`config.mk`:
```
export PLATFORM = sky130hd
export DESIGN_NAME = ctl_flock
export DESIGN_NICKNAME = d
export VERILOG_FILES = /design/src/rtl/ctl_flock.sv
export SDC_FILE = /design/constraint.sdc
export NUM_CORES = 1
export LEC_CHECK = 0
export CAP_MARGIN = 20
export CORE_UTILIZATION = 51
export DETAILED_ROUTE_END_ITERATION = 16
export PLACE_DENSITY = 0.77
export SLEW_MARGIN = 20
export SYNTH_ARGS = -nofsm -noshare
export SYNTH_HDL_FRONTEND = slang
export SYNTH_SLANG_ARGS = --single-unit
```
`constraint.sdc`:
```
create_clock -name clk -period 2.45 [get_ports clk]
set_input_delay 0.49 -clock clk [delete_from_list [all_inputs] [get_ports clk]]
set_output_delay 0.49 -clock clk [all_outputs]
set_load 0.05 [all_outputs]
```
`src/rtl/ctl_flock.sv`:
```
// Multi-duck flight controller: per-slot GONE/WAIT/FLY/FALL machines, staggered spawns, one hit per shot.
// One-cycle registered latency on all outputs; no backpressure, pause freezes all motion and hits.
module ctl_flock #(
   parameter int N_DUCKS    = 2,
   parameter int H_SPEED    = 10,
   parameter int FALL_SPEED = 8,
   parameter int X_MAX      = 960,
   parameter int Y_START    = 600,
   parameter int Y_GROUND   = 700,
   parameter int SPAWN_GAP  = 30
) (
   input  logic                    clk,
   input  logic                    rst,
   input  logic                    new_frame,
   input  logic                    game_start,
   input  logic                    pause,
   input  logic                    shot_fired,
   input  logic [N_DUCKS-1:0]      hit_mask,
   input  logic                    rnd_direction,
   input  logic [9:0]              rnd_start_x,
   input  logic [4:0]              rnd_v_spd,
   output logic [10*N_DUCKS-1:0]   duck_x,
   output logic [10*N_DUCKS-1:0]   duck_y,
   output logic [N_DUCKS-1:0]      duck_show,
   output logic [N_DUCKS-1:0]      duck_hit,
   output logic [N_DUCKS-1:0]      direction,
   output logic                    score_inc,
   output logic                    escaped,
   output logic                    round_done
);
   localparam int WMAX = (N_DUCKS - 1) * SPAWN_GAP;
   localparam int CW   = (WMAX < 2) ? 1 : $clog2(WMAX + 1);
   localparam logic [10:0] L_HS   = 11'(H_SPEED);
   localparam logic [10:0] L_FS   = 11'(FALL_SPEED);
   localparam logic [10:0] L_XMAX = 11'(X_MAX);
   localparam logic [10:0] L_YS   = 11'(Y_START);
   localparam logic [10:0] L_YG   = 11'(Y_GROUND);

   typedef enum logic [1:0] {S_GONE, S_WAIT, S_FLY, S_FALL} st_t;

   st_t             r_st  [N_DUCKS];
   st_t             w_st  [N_DUCKS];
   logic [9:0]      r_x   [N_DUCKS];
   logic [9:0]      w_x   [N_DUCKS];
   logic [9:0]      r_y   [N_DUCKS];
   logic [9:0]      w_y   [N_DUCKS];
   logic [4:0]      r_v   [N_DUCKS];
   logic [4:0]      w_v   [N_DUCKS];
   logic [CW-1:0]   r_cnt [N_DUCKS];
   logic [CW-1:0]   w_cnt [N_DUCKS];
   logic [N_DUCKS-1:0] r_dir, w_dir, r_show, r_hit;
   logic            r_score, r_esc, r_done;
   logic            w_score, w_esc, w_spawned, w_shot;
   logic            w_gone_now, w_gone_nxt;
   logic [10:0]     w_sum;

   always_comb begin
      w_st      = r_st;
      w_x       = r_x;
      w_y       = r_y;
      w_v       = r_v;
      w_cnt     = r_cnt;
      w_dir     = r_dir;
      w_score   = 1'b0;
      w_esc     = 1'b0;
      w_spawned = 1'b0;
      w_shot    = 1'b0;
      w_sum     = '0;
      if (game_start) begin
         for (int i = 0; i < N_DUCKS; i++) begin
            w_st[i]  = S_WAIT;
            w_cnt[i] = CW'(i * SPAWN_GAP);
         end
      end else if (!pause) begin
         for (int i = 0; i < N_DUCKS; i++) begin
            case (r_st[i])
               S_WAIT: if (new_frame) begin
                  if (r_cnt[i] != '0) begin
                     w_cnt[i] = r_cnt[i] - CW'(1);
                  end else if (!w_spawned) begin
                     w_spawned = 1'b1;
                     w_st[i]   = S_FLY;
                     w_x[i]    = ({1'b0, rnd_start_x} > L_XMAX) ? L_XMAX[9:0] : rnd_start_x;
                     w_y[i]    = L_YS[9:0];
                     w_dir[i]  = rnd_direction;
                     w_v[i]    = (rnd_v_spd == 5'd0) ? 5'd1 : rnd_v_spd;
                  end
               end
               S_FLY: begin
                  // The hit takes the slot out of FLY before this frame's motion applies.
                  if (shot_fired && hit_mask[i] && !w_shot) begin
                     w_shot   = 1'b1;
                     w_score  = 1'b1;
                     w_st[i]  = S_FALL;
                  end else if (new_frame) begin
                     if (r_dir[i]) begin
                        w_sum = {1'b0, r_x[i]} + L_HS;
                        if (w_sum >= L_XMAX) begin
                           w_x[i]   = L_XMAX[9:0];
                           w_dir[i] = 1'b0;
                        end else begin
                           w_x[i] = w_sum[9:0];
                        end
                     end else if ({1'b0, r_x[i]} < L_HS) begin
                        w_x[i]   = 10'd0;
                        w_dir[i] = 1'b1;
                     end else begin
                        w_x[i] = r_x[i] - L_HS[9:0];
                     end
                     if (r_y[i] <= {5'b0, r_v[i]}) begin
                        w_st[i] = S_GONE;
                        w_esc   = 1'b1;
                     end else begin
                        w_y[i] = r_y[i] - {5'b0, r_v[i]};
                     end
                  end
               end
               S_FALL: if (new_frame) begin
                  w_sum = {1'b0, r_y[i]} + L_FS;
                  if (w_sum >= L_YG) begin
                     w_st[i] = S_GONE;
                  end else begin
                     w_y[i] = w_sum[9:0];
                  end
               end
               default: ;
            endcase
         end
      end
   end

   always_comb begin
      w_gone_now = 1'b1;
      w_gone_nxt = 1'b1;
      for (int i = 0; i < N_DUCKS; i++) begin
         if (r_st[i] != S_GONE) w_gone_now = 1'b0;
         if (w_st[i] != S_GONE) w_gone_nxt = 1'b0;
      end
   end

   always_ff @(posedge clk or posedge rst) begin
      if (rst) begin
         for (int i = 0; i < N_DUCKS; i++) begin
            r_st[i]  <= S_GONE;
            r_x[i]   <= '0;
            r_y[i]   <= '0;
            r_v[i]   <= '0;
            r_cnt[i] <= '0;
         end
         r_dir   <= '1;
         r_show  <= '0;
         r_hit   <= '0;
         r_score <= 1'b0;
         r_esc   <= 1'b0;
         r_done  <= 1'b0;
      end else begin
         r_st  <= w_st;
         r_x   <= w_x;
         r_y   <= w_y;
         r_v   <= w_v;
         r_cnt <= w_cnt;
         r_dir <= w_dir;
         for (int i = 0; i < N_DUCKS; i++) begin
            r_show[i] <= (w_st[i] == S_FLY) || (w_st[i] == S_FALL);
            r_hit[i]  <= (w_st[i] == S_FALL);
         end
         r_score <= w_score;
         r_esc   <= w_esc;
         r_done  <= w_gone_nxt && !w_gone_now;
      end
   end

   for (genvar g = 0; g < N_DUCKS; g++) begin : g_pack
      assign duck_x[10*g +: 10] = r_x[g];
      assign duck_y[10*g +: 10] = r_y[g];
   end

   assign duck_show  = r_show;
   assign duck_hit   = r_hit;
   assign direction  = r_dir;
   assign score_inc  = r_score;
   assign escaped    = r_esc;
   assign round_done = r_done;
endmodule

```
==> summary.md <==
| Metric | Value |
|---|---|
| Status | `finished with violations` |
| Failing checks | `negative setup slack` |
| Diode count | `0` |
| Met1 usage | `0.395` |
| Fmax achieved | `~0.4 GHz` |
| Share of cells above drive strength 1 | `0.209` |
| Mean Syn Cell Area | `8.03 sq um` |
| Worst slew margin | `0.656` |
| Setup_tns | `-0.129 ns` |
| Max_cap viols | `0` |
| Pins Over Slew Limit | `0` |
| Die Wd | `about 110 microns` |
| GRT met3 Usage | `0.0574` |
| Initial antenna violation count | `0` |
| Total GRT Usage | `0.299` |
| Clock Latency Late Sink | `about 0.34 ns` |
| WL per Instance | `~18 microns` |
| CORE AREA | `roughly 11000 sq um` |
| CTS Buffer Depth | `2` |
| Fill count | `just under 900` |
| Die H | `between 100 and 150 microns` |
| Clock transition at the registers of the reported paths | `roughly 0.06 ns` |
| CP Capture Type | `flip-flop` |
| Min-delay worst type | `input port to async pin` |
| # port buffers | `a little over 70` |
| Synth Flop Type | `dfrtp_1` |
| Share of flip-flops with an asynchronous set or reset | `1.00` |
| First-pass GRT wire length | `between 20000 and 30000 microns` |
| Area occupied by multi-input gates | `3930 sq um` |
| Mapped Cells | `slightly above 700` |
| Crit path DAT | `between 2 and 3 ns` |
| Distinct cells, synth | `85` |
| CP required | `2.69 ns` |
| Final Hold Viols | `0` |
| DP Wirelength | `~12000 microns` |
| Nets | `900` |
| Pleak | `~0.0032 uW` |
| Initial drt markers | `470` |
| Drt drc | `0` |
| Seq/Total Area, Yosys | `0.311` |
| Final ANT Viol Nets | `0` |
| Reg2reg setup slack | `-0.06 ns` |
| Top cell type's share of synthesized area | `0.302` |
| CP Max Fanout | `7` |
| Vias in the first global route | `between 5000 and 6000` |
| #FFs+latches synth | `a little over 70` |
| Post-synth EDFFs | `0` |
| Final Critical Period | `2.51 ns` |
| Post-CTS Hold Buffers | `0` |
| GP Congestion | `just over 0.9` |
| # placed instances | `961` |
| Power Total | `roughly 6800 uW` |
| PwrDens | `881 nW/um^2` |
| DRT Wirelength | `between 15000 and 20000 microns` |
| Initial Utilization | `0.529` |
| Worst Setup Start Kind | `flip-flop` |
| Crit Path Class | `flip-flop to flip-flop` |
| Crit share post-route | `1.02` |
| Layout Skew | `0.00563 ns` |
| Synthesized net count | `780` |
| Yosys warns | `0` |
| Post-Synthesis Cell Area | `about 5800 sq um` |
| Die area | `11800 sq um` |
| Register Area | `1820 sq um` |
| Yosys top cell by area | `dfrtp_1` |
| Largest net degree at the start of global routing | `26` |
| Tightest Pin Transition | `just over 0.5 ns` |
| Depth of the CTS H-tree | `3` |
| Num rows | `38` |
| CTS buffer count | `9` |
| Sink Count | `72` |
| Final Non-Filler Cells | `988` |
| Vias/cell | `between 6 and 7` |
| Root Driver | `clkbuf_16` |
| Vias post-DR | `roughly 6200` |
| Peak supply drop | `approximately 0.86 mV` |
| Area Growth Syn to Fin | `33.6%` |
| Busiest layer in global routing | `met2` |
| Leading post-synthesis cells by cell area | `dfrtp_1 (30%), ha_1 (6.7%), a21oi_1 (4.7%)` |
| Setup ws final | `-0.0604 ns` |
| Pre-CTS WS | `-0.0751 ns` |
| GRT overflow | `0` |
| TritonCTS clock tree | `yes` |
| DR pass1 iterations | `5` |
| Setup violations, final | `5` |
| Grt met2 use | `0.489` |
| RSZ-0062 raised after global routing | `true` |
| I/O Pins | `73` |
[through the flow]
step / cell area (sq um) / hold slack, ns / util
finish: 7760 / 0.480 / 0.706
global route: 7760 / 0.497 / 0.706
CTS: 7460 / 0.483 / 0.679
detailed placement: 7100 / 0.496 / 0.647
global placement: 7100 / 0.462 / 0.647
floorplan: 5870 / 0.452 / -
[path summary, 6_finish.rpt]
path                       startpoint    endpoint  cells after the start
setup / recovery             r_cnt[0]  duck_y[19]                      9
hold / removal                    rst  duck_y[19]                      2
setup reg to reg             r_cnt[0]  duck_y[19]                      9
hold reg to reg              r_cnt[4]    r_cnt[4]                      1
max in group asynchronous         rst  duck_y[11]                      3
min in group clk             r_cnt[4]    r_cnt[4]                      1
[power breakdown]
part           internal (uW)  switching [uW]  total (uW)
combinational           1420            2170        3590
sequential              1430             333        1760
clock                    905             582        1490
total                   3750            3090        6830
[layout make-up]
class | count | share of cell area
multi-input combinational | 564 | 0.506
timing repair buffer | 151 | 0.173
clock inverter | 7 | 0.0134
sequential | 72 | 0.235
inverter | 45 | 0.0218
tap | 140 | 0.0226
clock buffer | 9 | 0.0290
[flip-flops by register name, indices dropped and copies added, names as in the netlist]
name	count
direction	2
duck_hit	2
duck_show	2
duck_x	20
duck_y	20
escaped	1
r_cnt	10
r_st	3
r_v	10
round_done	1
score_inc	1
[cells by family after synthesis]
group           share of synthesized area
xor+xnor                           0.0226
fa+ha+maj                          0.0737
simple gates                        0.247
buf+inv                            0.0619
flops                               0.311
mux                                0.0235
compound gates                      0.260
[timing repair]
item / 4_1_cts / 5_1_grt
resized for setup: 1 / 54
cloned: 1 / 0
setup buffers: 1 / 9
pin swaps: 4 / 19
endpoints found under the setup margin: 13 / 39
[Yosys cell counts, types with 3 or more instances]
| cell type | n |
|---|---|
| a211oi_1 | 9 |
| a21boi_0 | 3 |
| a21o_1 | 8 |
| a21oi_1 | 54 |
| a221oi_1 | 3 |
| a22oi_1 | 3 |
| a311oi_1 | 3 |
| a31oi_1 | 17 |
| a32oi_1 | 4 |
| a41oi_1 | 4 |
| and2_1 | 8 |
| and3_1 | 7 |
| buf_6 | 3 |
| clkbuf_1 | 35 |
| dfrtp_1 | 70 |
| ha_1 | 31 |
| inv_1 | 45 |
| mux2i_1 | 11 |
| nand2_1 | 68 |
| nand2b_1 | 13 |
| nand3_1 | 25 |
| nand3b_1 | 5 |
| nand4_1 | 10 |
| nor2_1 | 71 |
| nor2b_1 | 8 |
| nor3_1 | 17 |
| nor3b_1 | 4 |
| nor4_1 | 13 |
| o2111ai_1 | 3 |
| o211ai_1 | 6 |
| o21a_1 | 7 |
| o21ai_0 | 53 |
| o22ai_1 | 3 |
| o31a_1 | 3 |
| o31ai_1 | 12 |
| or2_2 | 5 |
| or3_1 | 4 |
| or4_1 | 4 |
| xnor2_1 | 10 |
| xor2_1 | 5 |
[layer usage]
| metal | part of all wire | wire (microns) |
|---|---|---|
| met1 | 0.43 | 7500 |
| met2 | 0.48 | 8440 |
| met3 | 0.066 | 1160 |
| met4 | 0.025 | 430 |
| met5 | 0 | 0 |
[critical path, stage by stage, from the launching register on]
cell and delay [ns]:
dfrtp_1 0.39, inv_2 0.08, ha_4 0.12, or4b_4 0.49, nand2b_4 0.18, a2111oi_4 0.39
buf_6 0.19, nand4b_4 0.18, nand3b_1 0.22, a21o_1 0.16
[cells in the final DEF, fill, tap and decap left out, drive strengths merged, types with 6 or more instances in the layout]
cell,netlist,routed
buf,8,79
clkdlybuf4s50,0,71
nor2,71,71
dfrtp,70,70
nand2,68,68
a21oi,54,54
o21ai,54,54
inv,45,47
ha,31,31
nand3,25,25
nor3,19,19
a31oi,17,17
nand2b,14,14
nor4,13,13
o31ai,13,13
mux2i,11,11
nand4,11,11
xnor2,10,10
a211oi,10,10
clkbuf,35,9
and3,9,9
and2,8,8
a21o,8,8
nor2b,8,8
o21a,7,7
or2,7,7
o211ai,6,6
(Power assumes the default switching activity.)
